[src/rtl/line_tracker_ctrl.sv]
// Line tracker decision stage: synchronises and debounces three IR line sensors,
// classifies the line position into a motor drive mode and runs the lost-line
// search / timeout state machine. All outputs are registered.
module line_tracker_ctrl #(
  parameter int unsigned STABLE_CYCLES = 100_000,
  parameter int unsigned LOST_TIMEOUT  = 200_000_000
) (
  input  logic       clk,
  input  logic       rst,
  input  logic       en,
  input  logic [2:0] sensor,
  output logic [2:0] mode,
  output logic       searching,
  output logic       lost
);

  localparam int unsigned DbW = $clog2(STABLE_CYCLES) + 1;
  localparam int unsigned TmW = $clog2(LOST_TIMEOUT) + 1;
  localparam logic [DbW-1:0] DbMax  = DbW'(STABLE_CYCLES);
  localparam logic [TmW-1:0] TmLast = TmW'(LOST_TIMEOUT - 1);

  localparam logic [2:0] ModeStop   = 3'd0;
  localparam logic [2:0] ModeFwd    = 3'd1;
  localparam logic [2:0] ModeTurnL  = 3'd2;
  localparam logic [2:0] ModeTurnR  = 3'd3;
  localparam logic [2:0] ModeSharpL = 3'd4;
  localparam logic [2:0] ModeSharpR = 3'd5;
  localparam logic [2:0] ModeSrchL  = 3'd6;
  localparam logic [2:0] ModeSrchR  = 3'd7;

  localparam logic [1:0] StIdle   = 2'd0;
  localparam logic [1:0] StTrack  = 2'd1;
  localparam logic [1:0] StSearch = 2'd2;
  localparam logic [1:0] StLost   = 2'd3;

  localparam logic DirLeft  = 1'b0;
  localparam logic DirRight = 1'b1;

  logic [2:0]     sync1_q, sync2_q;
  logic [2:0]     cand_q;
  logic [DbW-1:0] db_cnt_q, db_cnt_d;
  logic [2:0]     filt_q, filt_d;

  logic [1:0]     state_q, state_d;
  logic [2:0]     mode_q, mode_d;
  logic           srch_q, srch_d;
  logic           lost_q, lost_d;
  logic [TmW-1:0] timer_q, timer_d;
  logic           dir_q, dir_d;

  logic [2:0]     cls_mode;
  logic           cls_left, cls_right;
  logic           mode_is_track;

  // Two-flop synchroniser per sensor bit.
  always_ff @(posedge clk or negedge rst) begin
    if (!rst) begin
      sync1_q <= 3'b000;
      sync2_q <= 3'b000;
    end else begin
      sync1_q <= sensor;
      sync2_q <= sync1_q;
    end
  end

  // Debounce: count consecutive identical samples, saturating at STABLE_CYCLES.
  always_comb begin
    if (sync2_q != cand_q) begin
      db_cnt_d = DbW'(1);
    end else if (db_cnt_q < DbMax) begin
      db_cnt_d = db_cnt_q + DbW'(1);
    end else begin
      db_cnt_d = db_cnt_q;
    end
    filt_d = (db_cnt_d >= DbMax) ? sync2_q : filt_q;
  end

  // Debounce state; runs regardless of en.
  always_ff @(posedge clk or negedge rst) begin
    if (!rst) begin
      cand_q   <= 3'b000;
      db_cnt_q <= '0;
      filt_q   <= 3'b000;
    end else begin
      cand_q   <= sync2_q;
      db_cnt_q <= db_cnt_d;
      filt_q   <= filt_d;
    end
  end

  // Classify the filtered pattern; 101 holds only a real tracking mode, else FWD.
  always_comb begin
    mode_is_track = (mode_q != ModeStop) && (mode_q < ModeSrchL);
    cls_left      = 1'b0;
    cls_right     = 1'b0;
    case (filt_q)
      3'b010, 3'b111: cls_mode = ModeFwd;
      3'b110: begin
        cls_mode = ModeTurnL;
        cls_left = 1'b1;
      end
      3'b100: begin
        cls_mode = ModeSharpL;
        cls_left = 1'b1;
      end
      3'b011: begin
        cls_mode  = ModeTurnR;
        cls_right = 1'b1;
      end
      3'b001: begin
        cls_mode  = ModeSharpR;
        cls_right = 1'b1;
      end
      3'b101:  cls_mode = mode_is_track ? mode_q : ModeFwd;
      default: cls_mode = ModeStop;
    endcase
  end

  // Next-state logic; en low overrides every other transition.
  always_comb begin
    state_d = state_q;
    mode_d  = mode_q;
    srch_d  = srch_q;
    lost_d  = lost_q;
    timer_d = timer_q;
    dir_d   = dir_q;
    if (!en) begin
      state_d = StIdle;
      mode_d  = ModeStop;
      srch_d  = 1'b0;
      lost_d  = 1'b0;
      timer_d = '0;
    end else begin
      case (state_q)
        StIdle: begin
          state_d = StTrack;
          mode_d  = ModeStop;
          srch_d  = 1'b0;
          lost_d  = 1'b0;
        end
        StTrack: begin
          if (filt_q == 3'b000) begin
            state_d = StSearch;
            mode_d  = (dir_q == DirLeft) ? ModeSrchL : ModeSrchR;
            srch_d  = 1'b1;
            timer_d = '0;
          end else begin
            mode_d = cls_mode;
            if (cls_left)  dir_d = DirLeft;
            if (cls_right) dir_d = DirRight;
          end
        end
        StSearch: begin
          // Reacquisition is checked first so it wins over a same-cycle timeout.
          if (filt_q != 3'b000) begin
            state_d = StTrack;
            mode_d  = cls_mode;
            srch_d  = 1'b0;
            timer_d = '0;
            if (cls_left)  dir_d = DirLeft;
            if (cls_right) dir_d = DirRight;
          end else if (timer_q == TmLast) begin
            state_d = StLost;
            mode_d  = ModeStop;
            srch_d  = 1'b0;
            lost_d  = 1'b1;
            timer_d = '0;
          end else begin
            timer_d = timer_q + TmW'(1);
          end
        end
        StLost: begin
          mode_d = ModeStop;
          srch_d = 1'b0;
          lost_d = 1'b1;
        end
        default: begin
          state_d = StIdle;
          mode_d  = ModeStop;
          srch_d  = 1'b0;
          lost_d  = 1'b0;
          timer_d = '0;
        end
      endcase
    end
  end

  // FSM and output registers.
  always_ff @(posedge clk or negedge rst) begin
    if (!rst) begin
      state_q <= StIdle;
      mode_q  <= ModeStop;
      srch_q  <= 1'b0;
      lost_q  <= 1'b0;
      timer_q <= '0;
      dir_q   <= DirLeft;
    end else begin
      state_q <= state_d;
      mode_q  <= mode_d;
      srch_q  <= srch_d;
      lost_q  <= lost_d;
      timer_q <= timer_d;
      dir_q   <= dir_d;
    end
  end

  assign mode      = mode_q;
  assign searching = srch_q;
  assign lost      = lost_q;

endmodule

[config.mk]
export PLATFORM = sky130hd
export DESIGN_NAME = line_tracker_ctrl
export DESIGN_NICKNAME = d
export VERILOG_FILES = /design/src/rtl/line_tracker_ctrl.sv
export SDC_FILE = /design/constraint.sdc
export NUM_CORES = 1
export LEC_CHECK = 0
export BUFFER_PORTS_ARGS = -buffer_cell sky130_fd_sc_hd__buf_4
export CORE_UTILIZATION = 45
export DETAILED_ROUTE_END_ITERATION = 6
export PLACE_DENSITY = 0.62
export SYNTH_ARGS = -nofsm -noshare
export SYNTH_HDL_FRONTEND = slang
export SYNTH_SLANG_ARGS = --single-unit
[constraint.sdc]
create_clock -name clk -period 2.7 [get_ports clk]
set_input_delay 0.54 -clock clk [delete_from_list [all_inputs] [get_ports clk]]
set_output_delay 0.54 -clock clk [all_outputs]
set_load 0.02 [all_outputs]
==> impl_metrics.yaml <==
run_status:
  outcome: "complete, no violations"
clock_tree:
  h-tree-depth: 3
  clk_pin_slew_ns: 0.08
  clkLatencyLatePin_ns: 0.34
  cts_hold_buf: 0
  cts_buffers: 9
  tritoncts: "yes"
  cts.sinks: 67
  clock-root-buffer: "clkbuf_8"
  cts_setup_buffers: 0
  clockBufferDepth: 2
drt:
  drt_iter0_drc: 63
  vias: 2583
  ant_nets: 0
  drt_wl_total_um: 6500
  firstDrtPassIters: 4
  drcViolationCount: 0
  viasPerCell: 5.31
  wl_per_cell_um: 13.4
sta:
  tns_ns: 0
  report.final.slew_viol_count: 0
  fin_crit_sh_pct: 96.2
  final_hold_viol_count: 0
  setup_violations: 0
  fin_skew_ns: 0.00792
  holdWs_ns: 0.296
  worst_slew_pin_slew_ns: 0.826
  fin_crit_ns: 2.60
  grt_setup_unrepaired: "no"
  max_clock_freq_mhz: 385
  relSlewSlack_pct: 44.9
setup_path:
  crit_chain: "nor4_4 -> o31ai_4 -> a211oi_2 -> mux2_1 -> nor4_2 -> o211a_1 -> o21ai_2 -> mux2_1"
  path_common_cell: "mux2_1"
  startpoint: "db_cnt_q[11]"
  timing_worst_setup_path_type: "reg -> reg"
  crit_buf_inv: 0
  critPathTopFamily: "compound AO/OA/AOI/OAI gates"
  end_kind: "flip-flop"
  reg2regPathDepth: 8
  cp.arrival_ns: 2.82
  worst-path-max-fanout: 7
  cp_slowest_cell: "dfrtp_1"
  required_ns: 2.92
  critPathMaxStageDelay_ns: 0.44
  reg2reg_slack_ns: 0.10
  reg2reg_to: "filt_q[0]"
  crit_path_start_kind: "flip-flop"
  r2r-start: "db_cnt_q[11]"
grt:
  grt_max_degree: 68
  antenna_found_initial: 0
  gr-total-overflow: 0
  grt_pass1_vias: 2517
  grt_pass1_wl_um: 11500
  grt_use_total_pct: 17.6
floorplan:
  fp.coreArea_um2: 7370
  dieArea_um2: 8130
  die_w_um: 90.2
  start_util_pct: 47.5
  rows: 31
  fp.dieH_um: 90.2
  pin_count: 11
synth:
  synth_top_family_by_area: "simple AND/OR/NAND/NOR gates"
  yosys.area_share.xor_xnor_pct: 10.3
  avgSynthCellArea_um2: 9.80
  yosysUniqueCellTypes: 53
  syn_area_um2: 3500
  syn_nets: 370
  yosys.area_share.adder_pct: 2.50
  ys_ff_latch: 67
  synthMuxAreaShare_pct: 2.47
  yosysSeqAreaShare_pct: 47.9
  syn-instance-count: 357
  yosys.area_share.simple_pct: 23.4
  ys_warn_count: 0
  synth_compound_area_share_pct: 11.1
placed_design:
  gp_congestion: 0.817
  hpwlAfterDp_um: 4560
  portBuffers: 10
run:
  cap_viol_max_count: 0
layout:
  final_cell_mix: "dfrtp_1 (67), nor2_1 (60), nand2_1 (31), buf_4 (26), xor2_1 (23)"
  antenna_cells: 0
  fillCellCount: 671
  syn2layout_area_growth_pct: 13.3
  drive_above_1_share_pct: 14.2
  fin_nets: 395
  layout_commonest_cell: "dfrtp_1"
pwr:
  p_leak_nw: 1.68
  powerDensity_nw_per_um2: 580
  peakVddDrop_v: 0.000414
worst_hold_path:
  hp-class: "in -> async"
metal layers:
layer	wire length, µm	global-route usage (%)
met5	0	0
met4	150	9.01
met3	185	2.96
met2	2960	28.1
met1	3200	23.2
logic make-up (layout without fill, tap and decap cells):
kind of cell	Yosys count	count (layout)
buffers and inverters	19	49
AO/OA/AOI/OAI	52	52
multiplexers	8	8
flip-flops	67	67
adder cells (fa/ha/maj)	7	7
XOR/XNOR	41	41
AND/OR/NAND/NOR	163	163
worst max-delay path by stage:
stage,endpoint,slack (ns),depth (start not counted)
floorplan,filt_q[2],0.27,8
global placement,filt_q[1],0.14,8
detailed placement,filt_q[0],0.08,8
CTS,filt_q[0],0.05,8
global route,filt_q[0],0.005,8
finish,filt_q[0],0.10,8
power by group:
group	switching, mW	internal [mW]	leakage [nW]	total (mW)
Combinational	0.233	0.150	0.674	0.384
Sequential	0.0317	1.04	0.908	1.07
Clock	0.394	0.451	0.102	0.845
Total	0.659	1.64	1.68	2.30
flip-flops by register name (all words and copies together) (netlist names):
| name | count |
|---|---|
| searching | 1 |
| filt_q | 3 |
| timer_q | 29 |
| cand_q | 3 |
| db_cnt_q | 18 |
| sync2_q | 3 |
| sync1_q | 3 |
| state_q | 2 |
| lost | 1 |
| mode | 3 |
| dir_q | 1 |
stage by stage:
stage | utilization [%] | worst slack (ns) | area (µm²) | power [mW] | std cells
after floorplan | - | 0.275 | 3500 | 1.33 | 357
after global placement | 51.0 | 0.137 | 3760 | 1.47 | 470
after detailed placement | 51.0 | 0.0784 | 3760 | 1.47 | 470
after CTS | 53.8 | 0.0534 | 3960 | 2.33 | 486
after global routing | 53.8 | 0.00498 | 3960 | 2.42 | 486
final | 53.8 | 0.103 | 3960 | 2.30 | 486
timing repair:
item	CTS	global route
endpoints found under the setup margin	0	3
hold endpoints to repair	0	0
gates resized for setup	0	0
worst reg2reg max path, delay by kind of cell, from the launching register on:
| family | cells | cell delay, ns |
|---|---|---|
| flip-flops | 1 | 0.44 |
| AND/OR/NAND/NOR | 2 | 0.57 |
| AO/OA/AOI/OAI | 4 | 0.78 |
| multiplexers | 2 | 0.69 |
Yosys cell counts (all sizes together):
cell      n  area [µm²]
inv       7        26.3
a31oi     4        25.0
o21ai    19        98.9
a211oi    5        47.5
o31ai     4        43.8
nor3b     3        22.5
mux2      5        56.3
or4       1        7.51
or2       1        6.26
and4      3        26.3
and2      3        18.8
mux2i     3        30.0
o21a      1        7.51
ha        7        87.6
a2111oi   2        42.5
nor2b     3        18.8
a22o      1        8.76
o41ai     1        8.76
nand4b    2        17.5
a41oi     1        8.76
o31a      1        8.76
o32a      1        10.0
nand2b    3        18.8
xnor2    18         158
a311o     1        10.0
dfrtp    67        1680
nand4    11        75.1
clkbuf    8        30.0
nor4      3        40.0
o21bai    1        7.51
buf       4        26.3
nor4b     4        35.0
o211a     1        10.0
a21oi     7        35.0
and3      7        43.8
nor2     60         225
nand3    18        90.1
nor3      9        50.1
a21o      2        15.0
nand2    32         123
xor2     23         201
final cells by class:
class,count,area (µm²),share of cell area (%)
multi-input cells,271,1740,43.9
flip-flops and latches,67,1680,42.3
repair buffers,26,195,4.92
clock buffers,10,138,3.47
well taps,99,124,3.13
clock inverters,6,65.1,1.64
inverters,7,26.3,0.663
Note: power is estimated with default switching activity, not from simulation.
